$ cat config.mk
export PLATFORM = sky130hd
export DESIGN_NAME = id_stage
export DESIGN_NICKNAME = d
export VERILOG_FILES = /design/src/rtl/id_stage_pkg.sv /design/src/rtl/id_decoder.sv /design/src/rtl/id_stage.sv
export SDC_FILE = /design/constraint.sdc
export NUM_CORES = 1
export LEC_CHECK = 0
export BUFFER_PORTS_ARGS = -buffer_cell sky130_fd_sc_hd__buf_2
export CAP_MARGIN = 20
export CORE_MARGIN = 2
export CORE_UTILIZATION = 45
export DETAILED_ROUTE_END_ITERATION = 8
export PLACE_DENSITY = 0.75
export SLEW_MARGIN = 20
export SYNTH_ARGS = -nofsm -noshare
export SYNTH_HDL_FRONTEND = slang
export SYNTH_SLANG_ARGS = --single-unit
$ cat constraint.sdc
create_clock -name clk -period 1.81 [get_ports clk]
set_input_delay 0.2715 -clock clk [delete_from_list [all_inputs] [get_ports clk]]
set_output_delay 0.2715 -clock clk [all_outputs]
set_load 0.005 [all_outputs]
$ cat src/rtl/id_stage_pkg.sv
// Shared core types for the decode stage: op classes, RV32I opcodes and the
// packet handed from ID to EX.
package id_stage_pkg;

    typedef enum logic [3:0] {
        OP_ILLEGAL = 4'd0,
        OP_LUI     = 4'd1,
        OP_AUIPC   = 4'd2,
        OP_JAL     = 4'd3,
        OP_JALR    = 4'd4,
        OP_BRANCH  = 4'd5,
        OP_LOAD    = 4'd6,
        OP_STORE   = 4'd7,
        OP_IMM     = 4'd8,
        OP_REG     = 4'd9,
        OP_FENCE   = 4'd10,
        OP_SYSTEM  = 4'd11
    } op_e;

    localparam logic [6:0] OPC_LUI    = 7'b0110111;
    localparam logic [6:0] OPC_AUIPC  = 7'b0010111;
    localparam logic [6:0] OPC_JAL    = 7'b1101111;
    localparam logic [6:0] OPC_JALR   = 7'b1100111;
    localparam logic [6:0] OPC_BRANCH = 7'b1100011;
    localparam logic [6:0] OPC_LOAD   = 7'b0000011;
    localparam logic [6:0] OPC_STORE  = 7'b0100011;
    localparam logic [6:0] OPC_OP_IMM = 7'b0010011;
    localparam logic [6:0] OPC_OP     = 7'b0110011;
    localparam logic [6:0] OPC_FENCE  = 7'b0001111;
    localparam logic [6:0] OPC_SYSTEM = 7'b1110011;

    localparam logic [6:0] F7_BASE = 7'b0000000;
    localparam logic [6:0] F7_ALT  = 7'b0100000;
    localparam logic [6:0] F7_MUL  = 7'b0000001;

    typedef struct packed {
        logic        valid;
        logic [31:0] pc;
        op_e         op;
        logic [4:0]  rd;
        logic [4:0]  rs1;
        logic [4:0]  rs2;
        logic [2:0]  funct3;
        logic        alt;
        logic [31:0] imm;
        logic        illegal;
    } id_pkt_t;

endpackage

$ cat src/rtl/id_decoder.sv
// Combinational RV32I decoder: instruction word -> op class, register fields,
// sign-extended immediate and illegal flag. valid and pc are left at zero and
// filled in by the stage that owns the handshake.
module id_decoder
    import id_stage_pkg::*;
#(
    parameter bit SUPPORT_M = 1'b0
) (
    input  logic [31:0] instr,
    output id_pkt_t     pkt
);

    logic [6:0]  opcode;
    logic [6:0]  funct7;
    logic [2:0]  funct3;
    logic [31:0] imm_i, imm_s, imm_b, imm_u, imm_j;
    op_e         op;
    logic [31:0] imm;

    assign opcode = instr[6:0];
    assign funct7 = instr[31:25];
    assign funct3 = instr[14:12];

    assign imm_i = {{20{instr[31]}}, instr[31:20]};
    assign imm_s = {{20{instr[31]}}, instr[31:25], instr[11:7]};
    assign imm_b = {{19{instr[31]}}, instr[31], instr[7], instr[30:25], instr[11:8], 1'b0};
    assign imm_u = {instr[31:12], 12'h000};
    assign imm_j = {{11{instr[31]}}, instr[31], instr[19:12], instr[20], instr[30:21], 1'b0};

    // classify the opcode, rejecting reserved funct3/funct7 combinations
    always_comb begin
        op  = OP_ILLEGAL;
        imm = '0;
        if (instr[1:0] == 2'b11) begin
            case (opcode)
                OPC_LUI:    begin op = OP_LUI;    imm = imm_u; end
                OPC_AUIPC:  begin op = OP_AUIPC;  imm = imm_u; end
                OPC_JAL:    begin op = OP_JAL;    imm = imm_j; end
                OPC_JALR:   if (funct3 == 3'd0) begin op = OP_JALR; imm = imm_i; end
                OPC_BRANCH: if (funct3 != 3'd2 && funct3 != 3'd3) begin
                                op = OP_BRANCH; imm = imm_b;
                            end
                OPC_LOAD:   if (funct3 != 3'd3 && funct3 != 3'd6 && funct3 != 3'd7) begin
                                op = OP_LOAD; imm = imm_i;
                            end
                OPC_STORE:  if (funct3 <= 3'd2) begin op = OP_STORE; imm = imm_s; end
                OPC_OP_IMM: begin
                    // only the shift forms constrain funct7; SRAI alone may use the alt encoding
                    if ((funct3 != 3'd1 && funct3 != 3'd5) ||
                        (funct7 == F7_BASE) ||
                        (funct3 == 3'd5 && funct7 == F7_ALT)) begin
                        op = OP_IMM; imm = imm_i;
                    end
                end
                OPC_OP: begin
                    if ((funct7 == F7_BASE) ||
                        (funct7 == F7_ALT && (funct3 == 3'd0 || funct3 == 3'd5)) ||
                        (SUPPORT_M && funct7 == F7_MUL)) begin
                        op = OP_REG;
                    end
                end
                OPC_FENCE:  op = OP_FENCE;
                OPC_SYSTEM: begin op = OP_SYSTEM; imm = imm_i; end
                default:    op = OP_ILLEGAL;
            endcase
        end
    end

    // assemble the packet; rd is meaningless for classes that write no register
    always_comb begin
        pkt         = '0;
        pkt.op      = op;
        pkt.imm     = imm;
        pkt.illegal = (op == OP_ILLEGAL);
        pkt.rd      = (op == OP_BRANCH || op == OP_STORE || op == OP_FENCE) ? 5'd0 : instr[11:7];
        pkt.rs1     = instr[19:15];
        pkt.rs2     = instr[24:20];
        pkt.funct3  = funct3;
        pkt.alt     = instr[30];
    end

endmodule

$ cat src/rtl/id_stage.sv
// Decode stage: takes one instruction per IF handshake, decodes it and holds
// the result in a single output slot offered to EX over valid/ack.
module id_stage
    import id_stage_pkg::*;
#(
    parameter bit SUPPORT_M = 1'b0
) (
    input  logic        clk,
    input  logic        rstn_i,
    input  logic        flush_i,
    input  logic        halt_i,
    input  logic        stall_i,
    input  logic        valid_i,
    input  logic [31:0] instr_i,
    input  logic [31:0] pc_i,
    output logic        ack_o,
    output logic        valid_o,
    input  logic        ack_i,
    output logic [31:0] pc_o,
    output logic [3:0]  op_o,
    output logic [4:0]  rd_o,
    output logic [4:0]  rs1_o,
    output logic [4:0]  rs2_o,
    output logic [2:0]  funct3_o,
    output logic        alt_o,
    output logic [31:0] imm_o,
    output logic        illegal_o
);

    id_pkt_t dec;
    id_pkt_t nxt;
    id_pkt_t pkt;
    logic    can_take;
    logic    take;

    id_decoder #(.SUPPORT_M(SUPPORT_M)) u_dec (
        .instr (instr_i),
        .pkt   (dec)
    );

    // the slot is free when empty or when EX drains it at this same edge
    assign can_take = !pkt.valid || ack_i;
    assign take     = valid_i && can_take && !stall_i && !flush_i && !halt_i;
    // held low through reset so IF never sees a handshake before we are live
    assign ack_o    = take && rstn_i;

    // decoded word tagged with its PC, ready to load into the slot
    always_comb begin
        nxt       = dec;
        nxt.valid = 1'b1;
        nxt.pc    = pc_i;
    end

    // output slot: halt freezes, flush drops, capture replaces, consume empties
    always_ff @(posedge clk or negedge rstn_i) begin
        if (!rstn_i) begin
            pkt <= '0;
        end else if (!halt_i) begin
            if (flush_i)    pkt.valid <= 1'b0;
            else if (take)  pkt       <= nxt;
            else if (ack_i) pkt.valid <= 1'b0;
        end
    end

    assign valid_o   = pkt.valid;
    assign pc_o      = pkt.pc;
    assign op_o      = pkt.op;
    assign rd_o      = pkt.rd;
    assign rs1_o     = pkt.rs1;
    assign rs2_o     = pkt.rs2;
    assign funct3_o  = pkt.funct3;
    assign alt_o     = pkt.alt;
    assign imm_o     = pkt.imm;
    assign illegal_o = pkt.illegal;

endmodule
# Word-level counts from Yosys, hierarchy flattened

Cells that the tools add are included.

Logic and storage cells: 84
Flip-flop bits (word level): 89
Output and inout bits: 90
Input port bits: 71

Bitwise operators: 2
Equality and inequality tests: 23
Reduce and logical (&&, ||, !) cells: 29
Muxes and demuxes: 19
Order comparisons: 1

Operator list:

| kind               | number |
|---|---|
| $pmux 32 s8        | 1 |
| $mux 32            | 6 |
| $pmux 4 s11        | 1 |
| $eq 7x6->1 const B | 4 |
| $eq 7x7->1 const B | 4 |
| $eq 7x5->1 const B | 2 |
| $mux 3             | 4 |
| $mux 4             | 3 |
| $logic_and 1x1->1  | 11 |
| $ne 3x3->1 const B | 3 |
| $eq 4x3->1 const B | 2 |
| $eq 7x2->1 const B | 1 |
| $eq 7x4->1 const B | 1 |
| $logic_not 7->1    | 1 |
| $logic_or 1x1->1   | 7 |
| $ne 3x2->1 const B | 2 |
| $mux 5             | 1 |
| $eq 4x4->1 const B | 1 |
| $logic_not 1->1    | 4 |
| $logic_not 4->1    | 1 |
| $eq 3x3->1 const B | 1 |
| $le 3x2->1 const B | 1 |
| $logic_not 3->1    | 1 |
| $mux 1             | 3 |
| 7 further kinds    | 8 |

# Logic depth before layout (Yosys ltp)

Word-level depth: 11
Depth in mapped cells: 7
Mapped depth without buffers: 5

# Cells and area by module

From an unflattened synthesis, not the netlist that was laid out.

Cell total of the unflattened synthesis: 384
Area, all modules: 4,966.0 µm²

By module, submodules not included:

| module     | cells an instance | times used | seq. area each (µm²) | area each (µm²) |
|---|---|---|---|---|
| id_stage   | 194               | 1          | 2,227.1              | 3,713.6 |
| id_decoder | 190               | 1          | 0.0                  | 1,252.5 |

# Worst setup path before layout

Ideal clock, no wire load.

Path kind: in2reg
Start: input port instr_i[14]
End: register pkt, in the netlist imm_o[21]
Buffers on the path: 2
Setup slack: -40 ps
Stages on the path: 7
Library setup time: 127 ps
Arrival time: 1,723 ps
Data required time: 1,683 ps
Path through: buf_2 -> nand2b_1 -> a311o_1 -> a41oi_2 -> a311oi_2 -> buf_4 -> a221o_2

Word-level cells in the longest chain between the ends: 7
Elaborated cells on any way between the ends: 23
Those cells by class: order compare: 1; eq/ne: 7; mux: 7; reduce/logical: 8

RTL lines:

| what                                            | line             | source |
|---|---|---|
| start: declaration                              | id_stage.sv:14   | `input logic [31:0] instr_i,` |
| $ne 3x1->1 / $ne 3x3->1 (equally long branches) | id_decoder.sv:49 | `if ((funct3 != 3'd1 && funct3 != 3'd5) \|\|` |
| $logic_and 1x1->1                               | id_decoder.sv:49 |  |
| $logic_or 1x1->1                                | id_decoder.sv:49 |  |
| $logic_or 1x1->1                                | id_decoder.sv:50 | `(funct7 == F7_BASE) \|\|` |
| $mux 32                                         | id_decoder.sv:49 |  |
| $pmux 32 s8 (*)                                 | id_decoder.sv:35 | `case (opcode)` |
| $mux 32 (*)                                     | id_decoder.sv:34 | `if (instr[1:0] == 2'b11) begin` |
| end signal: assignment                          | id_stage.sv:60   | `else if (take) pkt <= nxt;` |
| end: declaration                                | id_stage.sv:32   | `id_pkt_t pkt;` |

Mark *: on every way between the ends. The rest lies on a longest branch, timed or not.
A chain may end at the register's enable or synchronous reset.

# Worst setup path in the final report

Start: register pkt, in the netlist valid_o
End: output port ack_o

Word-level cells in the longest chain between the ends: 7

RTL lines:

| what                            | line           | source |
|---|---|---|
| $logic_not 1->1                 | id_stage.sv:42 | `assign can_take = !pkt.valid \|\| ack_i;` |
| $logic_or 1x1->1                | id_stage.sv:42 |  |
| $logic_and 1x1->1 (4 in series) | id_stage.sv:43 | `assign take = valid_i && can_take && !stall_i && !flush_i && !halt_i;` |
| $logic_and 1x1->1               | id_stage.sv:45 | `assign ack_o = take && rstn_i;` |
| end: declaration                | id_stage.sv:16 | `output logic ack_o,` |

Every way passes these cells.

==> flow_metrics.tcl <==
set metrics [dict create \
    rr_startpoint "valid_o$_DFFE_PN0P_" \
    pwr-share-comb_pct 17.4 \
    power.density_nw_per_um2 826.6 \
    synth_edf_count 0 \
    grt_pass1_wl_um 18640 \
    slew_violations 0 \
    vias_per_cell 5.317 \
    power.switching_mw 1.274 \
    clock.fmax_mhz 598.9 \
    synth_seq_cells 89 \
    rsz0062_at_grt "no" \
    pin_count 161 \
    diodes 0 \
    p_int_mw 3.300 \
    postCtsSetupRepairBufs 0 \
    syn_area_um2 4020 \
    die_x_um 98.52 \
    required_ns 1.54 \
    area.sequential_um2 2227 \
    grt.total_usage_pct 23.73 \
    htreeDepth 3 \
    period_needed_ns 1.670 \
    hold_viol_final 0 \
    gp_congestion 0.9779 \
    path_clk_slew_ns 0.09 \
    startpoint_type "flip-flop" \
    syn_inst 418 \
    clock_sinks 89 \
    hp-class "in2reg" \
    initial_core_util_pct 46.32 \
    pwr-share-clk_pct 31.4 \
    cts_buffers 9 \
    cts_tree "done" \
    grt_overflow_total 0 \
    grt_pass1_vias 3779 \
    drive_above_1_share_pct 41.25 \
    path_class "reg2out" \
    tightestPinTransition_ns 0.5051 \
    area_growth_pct 37.63 \
    outcome "completed" \
    setup_viol 0 \
    ir_drop_mv 0.5188 \
    ctsRootBufferMaster "clkbuf_8" \
    post_drt_wl_per_cell_um 15.52 \
    place_area_um2 5308 \
    dr.first_iter.drc_count 178 \
    syn_nets 489 \
    yosysWarnings 0 \
    switching_share_pct 27.85 \
    layout.nets 689 \
    dp_hpwl_um 8410 \
    fin_worst_skew_ns 0.01068 \
    antenna_found_initial 0 \
    startpoint "valid_o$_DFFE_PN0P_" \
    synth_area_leader_cell "dfrtp_1" \
    finalCritPeriodShare_pct 92.25 \
    maxCapViolCount 0 \
    clockBufferDepth 2 \
    finalWirelength_um 11340 \
    yosys-top-cells-area "dfrtp_1 55%, nand2_1 15%, a221o_2 2.8%, a22o_1 2.6%, a41o_1 2.0%" \
    multi_input_area_um2 1654 \
    placedCellCount 714 \
    fin_util_pct 63.75 \
    seq_area_frac_synth_pct 55.40 \
    port_buffers 160 \
    netlist.area_leader.share_pct 55.40 \
    syn_avg_cell_area_um2 9.617 \
    rows 34 \
    dieArea_um2 9705 \
    clk_latency_ns 0.36 \
    critPathMaxFanout 10 \
    synthFlopType "dfrtp_1" \
    final_area_um2 5533 \
    grt_max_degree 90 \
    final_cell_mix "160 x nand2_1, 159 x buf_2, 89 x dfrtp_1" \
    nFillCells 749 \
    timing.critical_path.to_type "output pin" \
    relSlewSlack_pct 66.10 \
    die_y_um 98.52 \
    p_leak_nw 3.091 \
    dr.pass1.iters 4 \
    power_frac_seq_pct 51.2 \
    ant_nets 0 \
    fp.coreArea_um2 8678 \
    arrival_ns 1.40 \
    synth_cell_types 54 \
    cts_resized 0 \
    async_flop_share_pct 100.0 \
    finalNonFillerCells 731 \
    drc 0 \
    num_vias 3887 \
    hold_start "pc_i[9]" \
    final_common_cell "nand2_1" \
]
synthesized netlist by cell type, drive strengths merged, types with 6 or more instances:
master,n
dfrtp,89
and2,6
nor2,8
clkbuf,15
a41o,8
inv,6
o21ai,18
nand2,160
buf,14
nand3,6
a21oi,15
a221o,15
a22o,12
cell families (layout without fill, tap and decap cells):
| kind of cell | after synthesis | after routing | synth area share [%] |
|---|---|---|---|
| muxes | 3 | 3 | 0.8403 |
| and+or+nand+nor | 200 | 200 | 21.29 |
| buffers and inverters | 35 | 240 | 3.922 |
| AOI/OAI and AO/OA | 89 | 89 | 18.11 |
| DFF | 89 | 89 | 55.40 |
| xor gates and xnor gates | 2 | 2 | 0.4358 |
critical path: stages, from the launching register on:
cell	delay, ns
dfrtp_1	0.38
inv_1	0.09
o21a_2	0.28
and2_1	0.18
buf_2	0.12
layout make-up:
| type | instances | area share (%) |
|---|---|---|
| Tap cell | 108 | 2.442 |
| Inverter | 6 | 0.4071 |
| Multi-Input combinational cell | 294 | 29.90 |
| Clock buffer | 10 | 2.488 |
| Timing Repair Buffer | 218 | 23.11 |
| Sequential cell | 89 | 40.25 |
| Clock inverter | 6 | 1.402 |
flip-flops by register name (all words and copies together) (netlist names):
signal / count
rs2_o: 5
rs1_o: 5
alt_o: 1
valid_o: 1
illegal_o: 1
pc_o: 32
op_o: 4
rd_o: 5
funct3_o: 3
imm_o: 32
final timing paths:
kind	cells after the start	slack [ns]	endpoint
max in group asynchronous	3	0.94	imm_o[11]$_DFFE_PN0P_
min in group asynchronous	3	0.52	pc_o[5]$_DFFE_PN0P_
hold reg to reg	2	0.47	pc_o[13]$_DFFE_PN0P_
setup / recovery	4	0.14	ack_o
setup reg to reg	6	0.19	imm_o[28]$_DFFE_PN0P_
hold / removal	3	0.1	pc_o[9]$_DFFE_PN0P_
metrics by stage:
step                      hold WS (ns)  TNS, ns  power (mW)  setup WS, ns
after floorplan               -0.02409        0       2.670      0.004236
after global placement          0.3707   -3.844       3.156       -0.1342
after detailed placement        0.3848   -5.115       3.186       -0.1908
after CTS                      0.07690        0       4.639       0.09895
after global routing           0.08658        0       4.821       0.03706
final                          0.09565        0       4.574        0.1403
metal layers:
metal	vias up	GRT usage, %	routed length (um)
met2	152	38.15	5422
met5	-	0	0
met1	1862	31.86	4887
met3	23	5.035	810
met4	0	8.957	223
li1	1850	-	-
what timing repair did:
action | in CTS | in global routing
hold endpoints to repair | 80 | 0
hold buffers | 1 | 0
endpoints found under the setup margin | 0 | 0
power groups by stage:
stage	Clock [mW]	Sequential, mW	Combinational [mW]
global route	1.56	2.37	0.893
finish	1.44	2.34	0.796
global placement	0	2.37	0.786
detailed placement	0	2.38	0.809
floorplan	0	2.40	0.274
CTS	1.49	2.34	0.810
No activity file was read; power rests on OpenSTA's default activity.
